<file path="src/rtl/display_bcd_ctrl_pkg.sv">
// Shared types and constants for the display BCD controller (package disp_pkg).
package disp_pkg;

    typedef enum logic [1:0] {IDLE, SHIFT, DONE} state_e;

    localparam logic [3:0] BCD_BLANK = 4'hF;

    // Largest magnitude representable with the given number of decimal digits.
    function automatic longint max_val(input int digits);
        longint r;
        r = 1;
        for (int i = 0; i < digits; i++) begin
            r = r * 10;
        end
        return r - 1;
    endfunction

endpackage

</file>
<file path="src/rtl/display_bcd_ctrl_bcd_add3.sv">
// Double-dabble digit correction: a BCD digit of 5 or more gets 3 added before the shift.
module bcd_add3 (
    input  logic [3:0] digit_i,
    output logic [3:0] digit_o
);

    assign digit_o = (digit_i >= 4'd5) ? (digit_i + 4'd3) : digit_i;

endmodule

</file>
<file path="src/rtl/display_bcd_ctrl.sv">
// Signed value -> packed BCD for the 7-segment decoder, one double-dabble bit per cycle.
// Optional DISP_ZERO_BLANK_EN blanks leading zero digits above digit 0.
module display_bcd_ctrl
    import disp_pkg::*;
#(
    parameter int DIGITS = 6,
    parameter int IN_W   = 32
) (
    input  logic            clock,
    input  logic            reset,
    input  logic [IN_W-1:0] valor_i,
    input  logic            valor_valid,
    output logic            valor_ready,
    output logic [31:0]     segmentos,
    output logic            neg,
    output logic            overflow,
    output logic            ocupado
);

    localparam int     BCD_W  = 4 * DIGITS;
    localparam int     NSHIFT = $clog2(10 ** DIGITS);
    localparam int     CNT_W  = $clog2(NSHIFT + 1);
    localparam longint MAXV   = max_val(DIGITS);

    state_e             state_q, state_d;
    logic [CNT_W-1:0]   cnt_q, cnt_d;
    logic [IN_W-1:0]    mag_q, mag_d;
    logic [BCD_W-1:0]   bcd_q, bcd_d;
    logic [BCD_W-1:0]   bcd_adj;
    logic [BCD_W-1:0]   disp_w;
    logic [BCD_W-1:0]   seg_q, seg_d;
    logic               sign_q, sign_d;
    logic               ovf_q, ovf_d;
    logic               neg_q, neg_d;
    logic               ovfo_q, ovfo_d;
    logic [IN_W-1:0]    abs_w;
    logic               big_w;

    // Two's-complement negate of the most negative value gives 2**(IN_W-1) as unsigned.
    assign abs_w = valor_i[IN_W-1] ? ((~valor_i) + IN_W'(1)) : valor_i;
    assign big_w = 64'(abs_w) > 64'(MAXV);

    for (genvar k = 0; k < DIGITS; k++) begin : g_add3
        bcd_add3 u_add3 (
            .digit_i (bcd_q[4*k +: 4]),
            .digit_o (bcd_adj[4*k +: 4])
        );
    end

`ifdef DISP_ZERO_BLANK_EN
    logic lead;
    always_comb begin
        disp_w = bcd_q;
        lead   = 1'b1;
        for (int k = DIGITS - 1; k > 0; k--) begin
            if (lead && (bcd_q[4*k +: 4] == 4'd0)) begin
                disp_w[4*k +: 4] = BCD_BLANK;
            end else begin
                lead = 1'b0;
            end
        end
    end
`else
    assign disp_w = bcd_q;
`endif

    always_comb begin
        state_d = state_q;
        cnt_d   = cnt_q;
        mag_d   = mag_q;
        bcd_d   = bcd_q;
        sign_d  = sign_q;
        ovf_d   = ovf_q;
        seg_d   = seg_q;
        neg_d   = neg_q;
        ovfo_d  = ovfo_q;
        case (state_q)
            IDLE: begin
                if (valor_valid) begin
                    sign_d  = valor_i[IN_W-1];
                    mag_d   = abs_w;
                    ovf_d   = big_w;
                    bcd_d   = '0;
                    cnt_d   = '0;
                    state_d = big_w ? DONE : SHIFT;
                end
            end
            SHIFT: begin
                bcd_d = {bcd_adj[BCD_W-2:0], mag_q[NSHIFT-1]};
                mag_d = mag_q << 1;
                cnt_d = cnt_q + CNT_W'(1);
                if (cnt_q == CNT_W'(NSHIFT - 1)) begin
                    state_d = DONE;
                end
            end
            DONE: begin
                neg_d   = sign_q;
                ovfo_d  = ovf_q;
                seg_d   = ovf_q ? {DIGITS{BCD_BLANK}} : disp_w;
                state_d = IDLE;
            end
            default: state_d = IDLE;
        endcase
    end

    always_ff @(posedge clock) begin
        if (reset) begin
            state_q <= IDLE;
            cnt_q   <= '0;
            seg_q   <= '0;
            neg_q   <= 1'b0;
            ovfo_q  <= 1'b0;
        end else begin
            state_q <= state_d;
            cnt_q   <= cnt_d;
            seg_q   <= seg_d;
            neg_q   <= neg_d;
            ovfo_q  <= ovfo_d;
        end
    end

    // Conversion working registers; a reset simply leaves them to be reloaded on accept.
    always_ff @(posedge clock) begin
        mag_q  <= mag_d;
        bcd_q  <= bcd_d;
        sign_q <= sign_d;
        ovf_q  <= ovf_d;
    end

    assign valor_ready = (state_q == IDLE);
    assign ocupado     = ~valor_ready;
    assign segmentos   = 32'(seg_q);
    assign neg         = neg_q;
    assign overflow    = ovfo_q;

endmodule
</file>
<file path="config.mk">
export PLATFORM = sky130hd
export DESIGN_NAME = display_bcd_ctrl
export DESIGN_NICKNAME = d
export VERILOG_FILES = /design/src/rtl/display_bcd_ctrl_pkg.sv /design/src/rtl/display_bcd_ctrl_bcd_add3.sv /design/src/rtl/display_bcd_ctrl.sv
export SDC_FILE = /design/constraint.sdc
export NUM_CORES = 1
export LEC_CHECK = 0
export ABC_AREA = 1
export CAP_MARGIN = 20
export CORE_MARGIN = 2
export CORE_UTILIZATION = 50
export DETAILED_ROUTE_END_ITERATION = 8
export GPL_TIMING_DRIVEN = 0
export PLACE_DENSITY = 0.77
export RECOVER_POWER = 25
export SLEW_MARGIN = 10
export SYNTH_ARGS = -nofsm -noshare
export SYNTH_HDL_FRONTEND = slang
export SYNTH_HIERARCHICAL = 1
export SYNTH_SLANG_ARGS = --single-unit
</file>
<file path="constraint.sdc">
create_clock -name clock -period 2.3 [get_ports clock]
set_input_delay 0.345 -clock clock [delete_from_list [all_inputs] [get_ports clock]]
set_output_delay 0.345 -clock clock [all_outputs]
set_load 0.02 [all_outputs]
</file>
==> results of run 1 <==
critical path: cells and delay by family, from the launching register on:
kind	cells	cell delay, ns
simple gates	3	0.76
buf+inv	2	0.66
flops	1	0.35
what timing repair did:
action	CTS	global route
gates cloned	1	2
endpoints found under the setup margin	45	45
resized for setup	1	3
sequential cells by signal, summed over array words and instances, names as in the netlist:
register / cells
bcd_q: 24
cnt_q: 5
mag_q: 20
neg: 1
overflow: 1
ovf_q: 1
seg_q: 24
sign_q: 1
state_q: 2
per-layer routing:
layer  up-vias  track usage  share of wire
met1      2022       0.2631           0.46
met3        16      0.04261          0.046
met4         0      0.05502          0.014
li1       2336            -              -
met5         -            0              0
met2       118       0.3669           0.48
worst max path at each step:
stage | slack (ns) | endpoint | start
after global placement | -0.47 | bcd_q[6] | valor_valid
after detailed placement | -0.53 | bcd_q[6] | valor_valid
after global routing | 0.01 | mag_q[14] | state_q[0]
after floorplan | 0.09 | bcd_q[0] | state_q[1]
after CTS | 0.007 | mag_q[11] | state_q[1]
final | 0.17 | mag_q[14] | state_q[1]
stage by stage:
step	setup TNS (ns)	hold WS [ns]	instance area [sq um]	util	power, mW
after floorplan	0	0.4141	5070	-	2.047
after global placement	-21.08	0.4647	5857	0.5992	2.262
after detailed placement	-23.65	0.4845	5857	0.5992	2.283
after CTS	0	0.5030	6078	0.6219	3.349
after global routing	0	0.5149	6096	0.6237	3.486
final	0	0.5066	6096	0.6237	3.335
final cells by class:
cell class                 count  share of cell area
buffer                        27             0.02319
sequential                    79              0.3350
clock inverter                 1           0.0008210
timing repair buffer          62              0.1018
multi-input combinational    494              0.4179
clock buffer                  15             0.03428
inverter                      90             0.05603
tap                          133             0.02730
timing repair inverter         3            0.003695
report_power, final:
group / switching [mW] / internal, mW
Combinational: 0.375 / 0.250
Clock: 0.495 / 0.583
Sequential: 0.0478 / 1.59
Total: 0.917 / 2.42
==> metrics.cfg, run 1 <==
[hold_path]
hold_depth = 2
min_to = overflow
worstHoldStart = overflow
hold_path_class = flip-flop to flip-flop

[cts]
cts_tree = done
clk_pin_slew_ns = 0.08
cts_setup_buffers = 0
cts.sinks = 79
clk_latency_ns = 0.36
cts_buffers = 9
hold_buffers = 0
cts_root_buffer = clkbuf_8
cts_max_path_buffers = 2
htree_levels = 3

[critical_path]
cp_max_fo = 12
rr_endpoint = mag_q[14]
ff2ff_setup_slack_ns = 0.17
timing.rr.start = state_q[1]
worstSetupPathType = flip-flop to flip-flop
cp_common_cell = nor2_1
crit_required_ns = 2.30
max_stage_delay_ns = 0.57
r2r_cells = 5
cp.arrival_ns = 2.12
crit_chain = nor2_1 -> inv_1 -> nor2_1 -> nor2_2 -> clkinvlp_4
critPathSlowestCell = nor2_2
end_kind = flip-flop
start_kind = flip-flop

[timing]
tightest_slew_ns = 0.7242
timing.fmax_mhz = 470.2
layout_min_cycle_time_ns = 2.127
max-slew-margin-rel = 0.5167
post-route-period-util = 0.9246
setup_viol = 0
setup_slack_ns = 0.1733
hold_violations = 0
slew_violations = 0
rsz0062_at_grt = false
skew_ns = 0.007188

[floorplanning]
initial_core_util = 0.5156
pin_count = 71
die_width_microns = 104.4
coreArea_sq_mm = 0.009774
design.die.area_sq_mm = 0.01090
rows = 36
die-height_microns = 104.4

[cells_and_area]
nets = 815
mostFrequentLayoutCells = nand2_1 (143), nor2_1 (112), inv_1 (81), o21ai_0 (56), clkdlybuf4s50_1 (51)
drive_above_1_share = 0.1297
regArea_sq_mm = 0.002042
area_growth_pct = 20.95
mostFrequentLayoutCell = nand2_1
multi_input_area_sq_mm = 0.002547
n_fill_cell = 894
fin_cells = 904
antenna_cells = 0

[detailed_routing]
drt-pass1-iter-count = 5
viasPerCell = 4.969
drtAntennaViolNets = 0
routed-via-count = 4492
drc = 0
wl_per_cell_microns = 12.56
wl_microns = 11360
drtIter0Drc = 245

[global_routing]
gr-total-overflow = 0
antenna_found_initial = 0
grt_pass1_vias = 4197
grt_pass1_wl_microns = 18730
grt_usage = 0.2098
grt_max_degree = 24

[synth]
synth_cells = 683
syn_avg_cell_area_sq_um = 7.379
yosys_warnings = 6
syn-cell-area_sq_mm = 0.005040

[place]
dp_slack_ns = -0.5271
place_congestion = 0.9435
io_buffer_count = 62
dp_hpwl_microns = 8546
place_inst = 885

[outcome]
status = finished, final reports clean

[run]
cap_violations = 0

[pwr]
powerDensity_mw_per_mm2 = 547.1
ir_worst_vdd_mv = 0.3065
leakagePower_nw = 2.601

(Power assumes the default switching activity.)
==> run 2: changes to the inputs <==
CAP_MARGIN = 25   (was 20)
==> results of run 2 <==
No change in the layout: final DEF, timing and power equal those of run 1.
